File: config.mk
export PLATFORM = sky130hd
export DESIGN_NAME = func_eval_flat
export DESIGN_NICKNAME = d
export VERILOG_FILES = /design/src/rtl/func_eval_if.sv /design/src/rtl/func_eval.sv /design/src/flat_wrapper.sv
export SDC_FILE = /design/constraint.sdc
export NUM_CORES = 1
export LEC_CHECK = 0
export BUFFER_PORTS_ARGS = -buffer_cell sky130_fd_sc_hd__clkbuf_2
export CORE_UTILIZATION = 55
export DETAILED_ROUTE_END_ITERATION = 7
export HOLD_SLACK_MARGIN = 0.1
export MAX_ROUTING_LAYER = met4
export PLACE_DENSITY_LB_ADDON = 0.3
export SYNTH_ARGS = -nofsm -noshare
export SYNTH_HDL_FRONTEND = slang
export SYNTH_SLANG_ARGS = --single-unit
File: constraint.sdc
create_clock -name clk -period 9.35 [get_ports clk]
set_input_delay 0.935 -clock clk [delete_from_list [all_inputs] [get_ports clk]]
set_output_delay 0.935 -clock clk [all_outputs]
set_load 0.005 [all_outputs]
File: src/rtl/func_eval_if.sv
// func_eval_if: start/busy handshake between func_eval and the cube-root unit.
//   cr_start_o  start request towards the cube-root unit
//   cr_x_o      cube-root operand
//   cr_busy_i   cube-root unit busy
//   cr_y_i      cube-root result, valid once cr_busy_i falls
// master: the evaluator (func_eval); slave: the cube-root unit.
interface func_eval_if;
  logic       cr_start_o;
  logic [7:0] cr_x_o;
  logic       cr_busy_i;
  logic [7:0] cr_y_i;

  modport master (
    output cr_start_o,
    output cr_x_o,
    input  cr_busy_i,
    input  cr_y_i
  );

  modport slave (
    input  cr_start_o,
    input  cr_x_o,
    output cr_busy_i,
    output cr_y_i
  );
endinterface

File: src/rtl/func_eval.sv
// func_eval: evaluates y = a*a + cbrt(b).
// a*a comes from an iterative shift-add squarer that runs while the external
// cube-root unit works on b. Both results are combined by the same adder.
// Ports:
//   clk            rising-edge clock
//   rst            asynchronous, active-low reset
//   start          request, sampled only while idle
//   a_in, b_in     8-bit unsigned operands
//   y_out          16-bit result, held until the next result
//   busy_o         high from accept until the result is written
//   done_o         one-cycle pulse with each result write
//   err_o          sticky timeout flag (constant 0 unless the timeout is built)
//   cr             master side of the cube-root handshake (func_eval_if)
// Optional feature: define FUNC_EVAL_TIMEOUT_EN to build a cube-root watchdog
// that aborts after TIMEOUT_CYCLES with y_out = 16'hFFFF and err_o = 1.
module func_eval #(
  parameter int unsigned TIMEOUT_CYCLES = 4095
) (
  input  logic          clk,
  input  logic          rst,
  input  logic          start,
  input  logic [7:0]    a_in,
  input  logic [7:0]    b_in,
  output logic [15:0]   y_out,
  output logic          busy_o,
  output logic          done_o,
  output logic          err_o,
  func_eval_if.master   cr
);

  localparam int unsigned DW  = 16;
  localparam int unsigned CNT_W = 12;

  typedef enum logic [1:0] {
    IDLE    = 2'd0,
    SQUARE  = 2'd1,
    WAIT_CR = 2'd2,
    SUM     = 2'd3
  } state_t;

  state_t        state_q;
  logic [7:0]    a_q;
  logic [2:0]    i_q;
  logic [DW-1:0] acc_q;
  logic [7:0]    root_q;
  logic          cr_seen_q;
  logic          cr_done_q;
  logic [DW-1:0] y_q;
  logic          busy_q;
  logic          done_q;
  logic          cr_start_q;
  logic [7:0]    cr_x_q;

  logic          track_c;
  logic          seen_set_c;
  logic          done_set_c;
  logic [DW-1:0] add_b_c;
  logic [DW-1:0] add_sum_c;

  // Handshake tracker is live in SQUARE and WAIT_CR regardless of the squarer.
  assign track_c    = (state_q == SQUARE) || (state_q == WAIT_CR);
  assign seen_set_c = track_c && cr_start_q && cr.cr_busy_i;
  assign done_set_c = track_c && cr_seen_q && !cr_done_q && !cr.cr_busy_i;

  // Single shared adder: partial product in SQUARE, root in SUM; carry dropped.
  always_comb begin
    add_b_c = DW'(a_q) << i_q;
    if (state_q == SUM) begin
      add_b_c = {8'd0, root_q};
    end
    add_sum_c = acc_q + add_b_c;
  end

`ifdef FUNC_EVAL_TIMEOUT_EN
  logic [CNT_W-1:0] cnt_q;
  logic             err_q;
  logic             timeout_c;

  // A cube-root completion on the same edge takes priority over the timeout.
  assign timeout_c = track_c && !cr_done_q && !done_set_c &&
                     (cnt_q == CNT_W'(TIMEOUT_CYCLES));
  assign err_o     = err_q;
`else
  assign err_o = 1'b0;
  logic unused_timeout_c;
  assign unused_timeout_c = ^CNT_W'(TIMEOUT_CYCLES);
`endif

  // Control FSM, datapath registers and handshake tracker.
  always_ff @(posedge clk or negedge rst) begin
    if (!rst) begin
      state_q    <= IDLE;
      a_q        <= 8'd0;
      i_q        <= 3'd0;
      acc_q      <= '0;
      root_q     <= 8'd0;
      cr_seen_q  <= 1'b0;
      cr_done_q  <= 1'b0;
      y_q        <= '0;
      busy_q     <= 1'b0;
      done_q     <= 1'b0;
      cr_start_q <= 1'b0;
      cr_x_q     <= 8'd0;
`ifdef FUNC_EVAL_TIMEOUT_EN
      cnt_q      <= '0;
      err_q      <= 1'b0;
`endif
    end else begin
      done_q <= 1'b0;

      if (seen_set_c) begin
        cr_start_q <= 1'b0;
        cr_seen_q  <= 1'b1;
      end
      if (done_set_c) begin
        root_q    <= cr.cr_y_i;
        cr_done_q <= 1'b1;
      end

      case (state_q)
        IDLE: begin
          if (start && !cr.cr_busy_i) begin
            a_q        <= a_in;
            cr_x_q     <= b_in;
            cr_start_q <= 1'b1;
            acc_q      <= '0;
            i_q        <= 3'd0;
            busy_q     <= 1'b1;
            cr_seen_q  <= 1'b0;
            cr_done_q  <= 1'b0;
            state_q    <= SQUARE;
`ifdef FUNC_EVAL_TIMEOUT_EN
            cnt_q      <= '0;
            err_q      <= 1'b0;
`endif
          end
        end
        SQUARE: begin
          if (a_q[i_q]) begin
            acc_q <= add_sum_c;
          end
          i_q <= i_q + 3'd1;
          if (i_q == 3'd7) begin
            state_q <= WAIT_CR;
          end
        end
        WAIT_CR: begin
          if (cr_done_q) begin
            state_q <= SUM;
          end
        end
        SUM: begin
          y_q     <= add_sum_c;
          busy_q  <= 1'b0;
          done_q  <= 1'b1;
          state_q <= IDLE;
        end
        default: state_q <= IDLE;
      endcase

`ifdef FUNC_EVAL_TIMEOUT_EN
      // Watchdog overrides the FSM step above when it fires.
      if (timeout_c) begin
        err_q      <= 1'b1;
        y_q        <= 16'hFFFF;
        busy_q     <= 1'b0;
        done_q     <= 1'b1;
        cr_start_q <= 1'b0;
        state_q    <= IDLE;
      end else if (track_c && !cr_done_q) begin
        cnt_q <= cnt_q + CNT_W'(1);
      end
`endif
    end
  end

  assign y_out         = y_q;
  assign busy_o        = busy_q;
  assign done_o        = done_q;
  assign cr.cr_start_o = cr_start_q;
  assign cr.cr_x_o     = cr_x_q;

endmodule
File: src/flat_wrapper.sv
// flat-port wrapper written by rule: the top's interface ports become plain ports
module func_eval_flat 
#(
  parameter int unsigned TIMEOUT_CYCLES = 4095
)
  (clk, rst, start, a_in, b_in, y_out, busy_o, done_o, err_o, cr_cr_start_o, cr_cr_x_o, cr_cr_busy_i, cr_cr_y_i);
  func_eval_if cr_i ();
  input  logic clk;
  input  logic rst;
  input  logic start;
  input  logic [7:0] a_in;
  input  logic [7:0] b_in;
  output logic [15:0] y_out;
  output logic busy_o;
  output logic done_o;
  output logic err_o;
  output wire logic [$bits(cr_i.cr_start_o)-1:0] cr_cr_start_o;
  output wire logic [$bits(cr_i.cr_x_o)-1:0] cr_cr_x_o;
  input wire logic [$bits(cr_i.cr_busy_i)-1:0] cr_cr_busy_i;
  input wire logic [$bits(cr_i.cr_y_i)-1:0] cr_cr_y_i;
  assign cr_cr_start_o = cr_i.cr_start_o;
  assign cr_cr_x_o = cr_i.cr_x_o;
  assign cr_i.cr_busy_i = cr_cr_busy_i;
  assign cr_i.cr_y_i = cr_cr_y_i;
  func_eval #(.TIMEOUT_CYCLES(TIMEOUT_CYCLES)) u_core (.clk(clk), .rst(rst), .start(start), .a_in(a_in), .b_in(b_in), .y_out(y_out), .busy_o(busy_o), .done_o(done_o), .err_o(err_o), .cr(cr_i));
endmodule
==> run summary, run 1 <==
### Global routing
- pin count of the biggest net entering global routing: 67
- vias in the first global route: 2750
- antenna violations before repair: 0
- remaining global-route overflow: 0
- global-route wire length before repair: 12900 µm
- overall track demand over capacity in global routing: 23.9%

### Worst setup path
- Levels on crit path: 12
- cell with the largest stage delay on the worst path: dfrtp_1
- maximum fanout along the worst path: 15
- cells on worst reg2reg path: 12
- startpoint type of the worst setup path: flop
- top cell family by delay on the critical path: compound AO/OA/AOI/OAI gates
- Required @ worst endpoint: 9580 ps
- sum of buffers and inverters on the critical path: 0
- beginning of the critical path: u_core.i_q[0]
- largest incremental delay on the critical path: 700 ps
- category of the worst setup path capture point: flop
- cell repeated most along the worst path: a21oi_1
- Arrival @ worst endpoint: 3620 ps
- source of the worst register-to-register timing path: u_core.i_q[0]
- Worst Path Class, Setup: reg -> reg
- cell chain of the critical path: mux2_2 > a21oi_1 > nor2_1 > a21oi_1 > nor2_1 > ha_1 > a21oi_2 > o21ai_0 > a21oi_1 > o211ai_1 > xor2_1 > mux2_2

### Placed design
- pre-CTS setup slack: 6010 ps
- cell count after placement: 457
- number of buffers inserted by port buffering: 54
- RD Place Congestion: 0.907
- DPL Wire Length: 5550 µm

### Status
- violations in the final reports: DRC
- result of the run: finished, violations left

### Timing
- number of endpoints failing setup at the final stage: 0
- slew at the pin closest to its max-slew limit: 1180 ps
- Setup Total Neg Slack: 0 ps
- Final period util: 36.3%
- remaining max-slew budget at the tightest pin: 20.1%
- post-layout min period: 3390 ps
- Fmax: 0.295 GHz
- Hold Vio Cnt, Final: 0
- Hold WS: 492 ps
- post-layout worst setup margin: 5960 ps
- setup repair after global routing missed its margin: no
- Final Slew Violations: 0
- worst-case clock skew: 6.33 ps

### Synthesis
- Synth Area per Inst: 11.2 µm²
- dominant register cell in the synthesized netlist: dfrtp_1
- Syn Std Cell Area: 3780 µm²
- post-synthesis cell count: 339
- net count of the mapped netlist: 389
- unique cell type count in the Yosys netlist: 59
- share of synthesized flip-flops with an asynchronous set or reset: 100%
- count of flip-flops with a built-in enable after synthesis: 0
- Seq cells post-synth: 66
- fraction of the yosys area taken by sequential cells: 43.7%
- Yosys warnings: 0

### Power and ir drop
- internal power: 0.942 mW
- highest ir drop seen on vdd: 0.155 mV
- power spent charging and discharging nets: 0.676 mW
- share of power burned in the clock network: 14.5%
- Pleak: 2.02 nW
- switching share of total power: 41.8%
- Gate power share: 53.7%
- sequential fraction of design power: 31.8%
- power density cells: 379 nW/µm²

### Layout
- Layout fillers: 508
- layout cells sized above 1: 33.1%
- final-stage net count: 441
- area of the multi-input gates: 2000 µm²
- Layout Utilization: 65.8%
- synth-to-layout area growth: 13.1%
- post-route non-filler standard cell count: 473
- Diodes inserted: 0
- Sequential Area: 1650 µm²

### Worst hold path
- hold path depth: 2
- start point of the worst min-delay path: u_core.cr_seen_q
- Hold Crit Class: reg -> reg

### Route
- Final ANT Viol Nets: 0
- detailed-router iteration count before antenna repair: 6
- wire length after detailed routing: 7580 µm
- mean number of vias per cell: 5.81
- # DRC: 5
- total number of vias: 2746
- DRT iter0 DRCs: 168
- final routed wire length divided by cell count: 16.0 µm

### CTS
- Hold-fix buffers, CTS: 0
- total setup buffers inserted after CTS: 0
- CTS clk-pin slew, worst paths: 70 ps
- number of buffers inserted during clock tree synthesis: 9
- TritonCTS sink count: 66
- H-Tree Depth: 3
- buffer depth of the longest clock path: 2
- TritonCTS clock tree: built
- root buffer selected by CTS: clkbuf_8
- clock network latency to the later pin of the worst-skew pair: 350 ps
- PostCTS Resize Cnt: 0

### Die
- initial core utilization: 58.2%
- number of top-level design ports: 56
- height of the chip: 84.9 µm
- width of the die: 84.9 µm
- Die ar.: 7210 µm²
- area of the core: 6490 µm²
- # rows: 29

### Run
- number of maximum-capacitance constraint violations: 0

## Yosys cell counts, types with 2 or more instances
cell / instances / area, µm²
a21o_1: 4 / 30.0
a21oi_1: 22 / 110
a21oi_2: 2 / 17.5
a22o_1: 15 / 131
a31oi_1: 2 / 12.5
a32o_1: 3 / 30.0
buf_2: 6 / 30.0
buf_6: 2 / 22.5
clkbuf_1: 5 / 18.8
dfrtp_1: 66 / 1650
ha_1: 21 / 263
inv_1: 11 / 41.3
mux2_2: 42 / 473
mux2i_1: 9 / 90.1
mux4_2: 2 / 45.0
nand2_1: 26 / 97.6
nand2b_1: 2 / 12.5
nand3_1: 3 / 15.0
nor2_1: 27 / 101
nor2b_1: 5 / 31.3
o2111ai_1: 2 / 17.5
o211ai_1: 2 / 15.0
o21ai_0: 12 / 60.1
o31ai_1: 2 / 15.0
xnor2_1: 9 / 78.8
xor2_1: 4 / 35.0
## cell type report
| class | instances | share of cell area [%] |
|---|---|---|
| Inverter | 11 | 0.966 |
| Clock buffer | 11 | 3.31 |
| Clock inverter | 5 | 1.26 |
| Timing Repair Buffer | 57 | 6.85 |
| Tap cell | 77 | 2.25 |
| Multi-Input combinational cell | 246 | 46.7 |
| Sequential cell | 66 | 38.6 |
## state kept, by name, summed over array words and instances (netlist names)
register,flops
u_core.state_q,2
u_core.i_q,3
u_core.a_q,8
u_core.root_q,8
u_core.cr.cr_start_o,1
u_core.y_out,16
u_core.acc_q,16
u_core.cr.cr_x_o,8
u_core.done_o,1
u_core.busy_o,1
u_core.cr_done_q,1
u_core.cr_seen_q,1
## kinds of logic after synthesis
logic type                 after synthesis  share of synthesized area, %
and+or+nand+nor                         73                          9.03
buffers and inverters                   27                          3.64
DFF                                     66                          43.7
AOI/OAI and AO/OA                       82                          16.0
xor gates and xnor gates                13                          3.01
muxes                                   55                          17.1
other                                    1                        0.0992
adders and majority gates               22                          7.48
## routing by layer
metal | part of all wire, % | global-route usage (%) | vias up
met4 | 1.3 | 8.01 | 0
met2 | 46 | 37.0 | 62
met1 | 48 | 30.4 | 1342
li1 | - | - | 1332
met3 | 3.8 | 6.52 | 10
met5 | 0 | - | -
## power groups by stage
stage	Combinational (mW)	Sequential [mW]	Clock [mW]
after floorplan	0.703	0.475	0
after global placement	0.843	0.510	0
after detailed placement	0.870	0.518	0
after CTS	0.872	0.514	0.241
after global routing	0.959	0.531	0.256
final	0.869	0.514	0.235
## final timing paths
kind,endpoint,slack (ps)
max reg2reg,u_core.y_out[13],5960
max in group asynchronous,u_core.acc_q[8],8070
min reg2reg,u_core.cr_seen_q,490
max,u_core.y_out[13],5960
min in group asynchronous,u_core.cr_done_q,750
min,u_core.cr_seen_q,490
## tightest hold or removal path, cell delays in order (launching register included)
cell     delay [ps]
dfrtp_1         340
a31oi_1          40
nor2_1           70
## cells in the final DEF (no fill, tap or decap), types with 2 or more instances in the layout
cell	count
dfrtp_1	66
clkbuf_2	53
mux2_2	42
nor2_1	27
nand2_1	26
a21oi_1	22
ha_1	21
a22o_1	15
o21ai_0	12
inv_1	11
clkbuf_8	10
mux2i_1	9
xnor2_1	9
nor2b_1	5
a21o_1	4
xor2_1	4
nand3_1	3
a32o_1	3
clkinv_2	3
buf_4	3
nand2b_1	2
a31oi_1	2
mux4_2	2
o2111ai_1	2
a21oi_2	2
o31ai_1	2
o211ai_1	2
## metrics by stage
stage	total power, mW	area (µm²)
final	1.62	4280
after detailed placement	1.39	4080
after floorplan	1.18	3780
after global routing	1.75	4280
after CTS	1.63	4280
after global placement	1.35	4080
(Power assumes the default switching activity.)
==> inputs of run 2 (changes only) <==
==> constraint.sdc (replaced) <==
create_clock -name clk -period 3.4 [get_ports clk]
set_input_delay 0.34 -clock clk [delete_from_list [all_inputs] [get_ports clk]]
set_output_delay 0.34 -clock clk [all_outputs]
set_load 0.005 [all_outputs]
==> run summary, run 2 (synthesis results as in run 1) <==
### Power and ir drop
- share of power burned in the clock network: 15.7%, was 14.5%
- switching share of total power: 41.1%, was 41.8%
- internal power: 2.73 mW, was 0.942 mW
- highest ir drop seen on vdd: 0.420 mV, was 0.155 mV
- power density cells: 1060 nW/µm², was 379 nW/µm²
- Gate power share: 54.6%, was 53.7%
- sequential fraction of design power: 29.7%, was 31.8%
- Pleak: 2.07 nW, was 2.02 nW
- power spent charging and discharging nets: 1.91 mW, was 0.676 mW

### CTS
- TritonCTS clock tree: built, unchanged
- TritonCTS sink count: 66, unchanged
- root buffer selected by CTS: clkbuf_8, unchanged
- number of buffers inserted during clock tree synthesis: 9, unchanged
- CTS clk-pin slew, worst paths: 70 ps, about the same
- buffer depth of the longest clock path: 2, unchanged
- PostCTS Resize Cnt: 0, unchanged
- Hold-fix buffers, CTS: 0, unchanged
- clock network latency to the later pin of the worst-skew pair: 340 ps, was 350 ps
- total setup buffers inserted after CTS: 0, unchanged
- H-Tree Depth: 3, unchanged

### Global routing
- vias in the first global route: 2904, was 2750
- overall track demand over capacity in global routing: 25.6%, was 23.9%
- antenna violations before repair: 0, unchanged
- global-route wire length before repair: 13700 µm, was 12900 µm
- remaining global-route overflow: 0, unchanged
- pin count of the biggest net entering global routing: 51, was 67

### Layout
- final-stage net count: 450, was 441
- commonest cells after routing, fill and taps aside: dfrtp_1, clkbuf_2, mux2_2, unchanged
- most frequent standard cell in the layout excluding fill and tap cells: dfrtp_1, unchanged
- synth-to-layout area growth: 15.7%, was 13.1%
- layout cells sized above 1: 34.9%, was 33.1%
- Diodes inserted: 0, unchanged
- Layout Utilization: 67.3%, was 65.8%

### Route
- DRT iter0 DRCs: 178, was 168
- Final ANT Viol Nets: 0, unchanged
- mean number of vias per cell: 5.91, was 5.81
- detailed-router iteration count before antenna repair: 7, was 6
- wire length after detailed routing: 7940 µm, was 7580 µm
- total number of vias: 2842, was 2746
- final routed wire length divided by cell count: 16.5 µm, was 16.0 µm
- # DRC: 5, unchanged

### Die
- Die ar.: 7210 µm², unchanged
- # rows: 29, unchanged
- number of top-level design ports: 56, unchanged
- width of the die: 84.9 µm, unchanged
- initial core utilization: 58.2%, unchanged
- area of the core: 6490 µm², unchanged
- height of the chip: 84.9 µm, unchanged

### Worst hold path
- Hold Crit Class: in -> async, was reg -> reg

### Placed design
- number of buffers inserted by port buffering: 54, unchanged
- RD Place Congestion: 0.888, was 0.907
- DPL Wire Length: 5900 µm, was 5550 µm

### Timing
- Hold Vio Cnt, Final: 0, unchanged
- worst-case clock skew: 8.70 ps, was 6.33 ps
- setup repair after global routing missed its margin: no, unchanged
- Final Slew Violations: 0, unchanged
- Fmax: 0.318 GHz, was 0.295 GHz
- Setup Total Neg Slack: 0 ps, unchanged
- Final period util: 92.6%, was 36.3%
- remaining max-slew budget at the tightest pin: 27.5%, was 20.1%
- slew at the pin closest to its max-slew limit: 1090 ps, was 1180 ps
- post-layout min period: 3150 ps, was 3390 ps
- number of endpoints failing setup at the final stage: 0, unchanged

### Worst setup path
- startpoint type of the worst setup path: flop, unchanged
- Arrival @ worst endpoint: 3370 ps, was 3620 ps
- cells on worst reg2reg path: 12, unchanged
- category of the worst setup path capture point: flop, unchanged
- Worst Path Class, Setup: reg -> reg, unchanged
- maximum fanout along the worst path: 22, was 15
- Required @ worst endpoint: 3630 ps, was 9580 ps
- endpoint of the worst-slack reg-to-reg timing path: u_core.y_out[12], was u_core.y_out[13]
- register-to-register setup slack: 250 ps, was 5960 ps
- source of the worst register-to-register timing path: u_core.state_q[0], was u_core.i_q[0]

### Run
- number of maximum-capacitance constraint violations: 0, unchanged

### Status
- violations in the final reports: DRC, unchanged
- result of the run: finished, violations left, unchanged

-- run 2: critical path, cell delays in order (launching register included) --
cell	delay [ps]
dfrtp_1	410
ha_1	310
buf_4	300
nand2_1	110
o41ai_2	80
inv_1	100
fa_1	490
nor2b_4	140
o2111ai_1	150
a21oi_2	310
a41oi_1	190
xnor2_1	170
mux2_2	270
-- run 2: layer usage --
metal  share of wire (%)  vias up  track usage, %
met5                   0        -               -
met4                 2.0        0            8.32
met3                 4.0       13            5.93
met2                  47       82            40.4
met1                  47     1389            32.9
li1                    -     1358               -
-- run 2: power groups by stage --
stage / logic, mW / clock network [mW] / registers, mW
6_report: 2.53 / 0.727 / 1.38
5_1_grt: 2.81 / 0.767 / 1.41
3_3_place_gp: 2.45 / 0 / 1.36
2_1_floorplan: 1.93 / 0 / 1.31
4_1_cts: 2.52 / 0.741 / 1.37
3_5_place_dp: 2.51 / 0 / 1.38
-- run 2: how the worst max path moves through the flow --
stage | slack, ps | start | to
6_report | 250 | u_core.state_q[0] | u_core.y_out[12]
5_1_grt | 20 | u_core.state_q[0] | u_core.y_out[12]
4_1_cts | 180 | u_core.i_q[0] | u_core.y_out[12]
3_5_place_dp | 220 | u_core.i_q[0] | u_core.y_out[12]
3_3_place_gp | 260 | u_core.i_q[0] | u_core.y_out[12]
2_1_floorplan | 470 | u_core.i_q[1] | u_core.y_out[12]
-- run 2: cell type report --
| class | instances | area [µm²] |
|---|---|---|
| Fill cell | 511 | 2120 |
| Multi-Input combinational cell | 246 | 2010 |
| Sequential cell | 66 | 1650 |
| Timing Repair Buffer | 66 | 360 |
| Clock buffer | 11 | 141 |
| Tap cell | 77 | 96.3 |
| Clock inverter | 4 | 76.3 |
| Inverter | 11 | 41.3 |
-- run 2: metrics by stage --
| stage | power, mW | worst slack (ps) | cell area, µm² | hold slack [ps] | cells |
|---|---|---|---|---|---|
| floorplan | 3.24 | 470 | 3780 | 44.4 | 339 |
| global placement | 3.82 | 261 | 4150 | 466 | 466 |
| detailed placement | 3.89 | 224 | 4150 | 488 | 466 |
| CTS | 4.64 | 185 | 4370 | 214 | 481 |
| global route | 4.99 | 20.5 | 4370 | 211 | 481 |
| finish | 4.64 | 252 | 4370 | 198 | 481 |
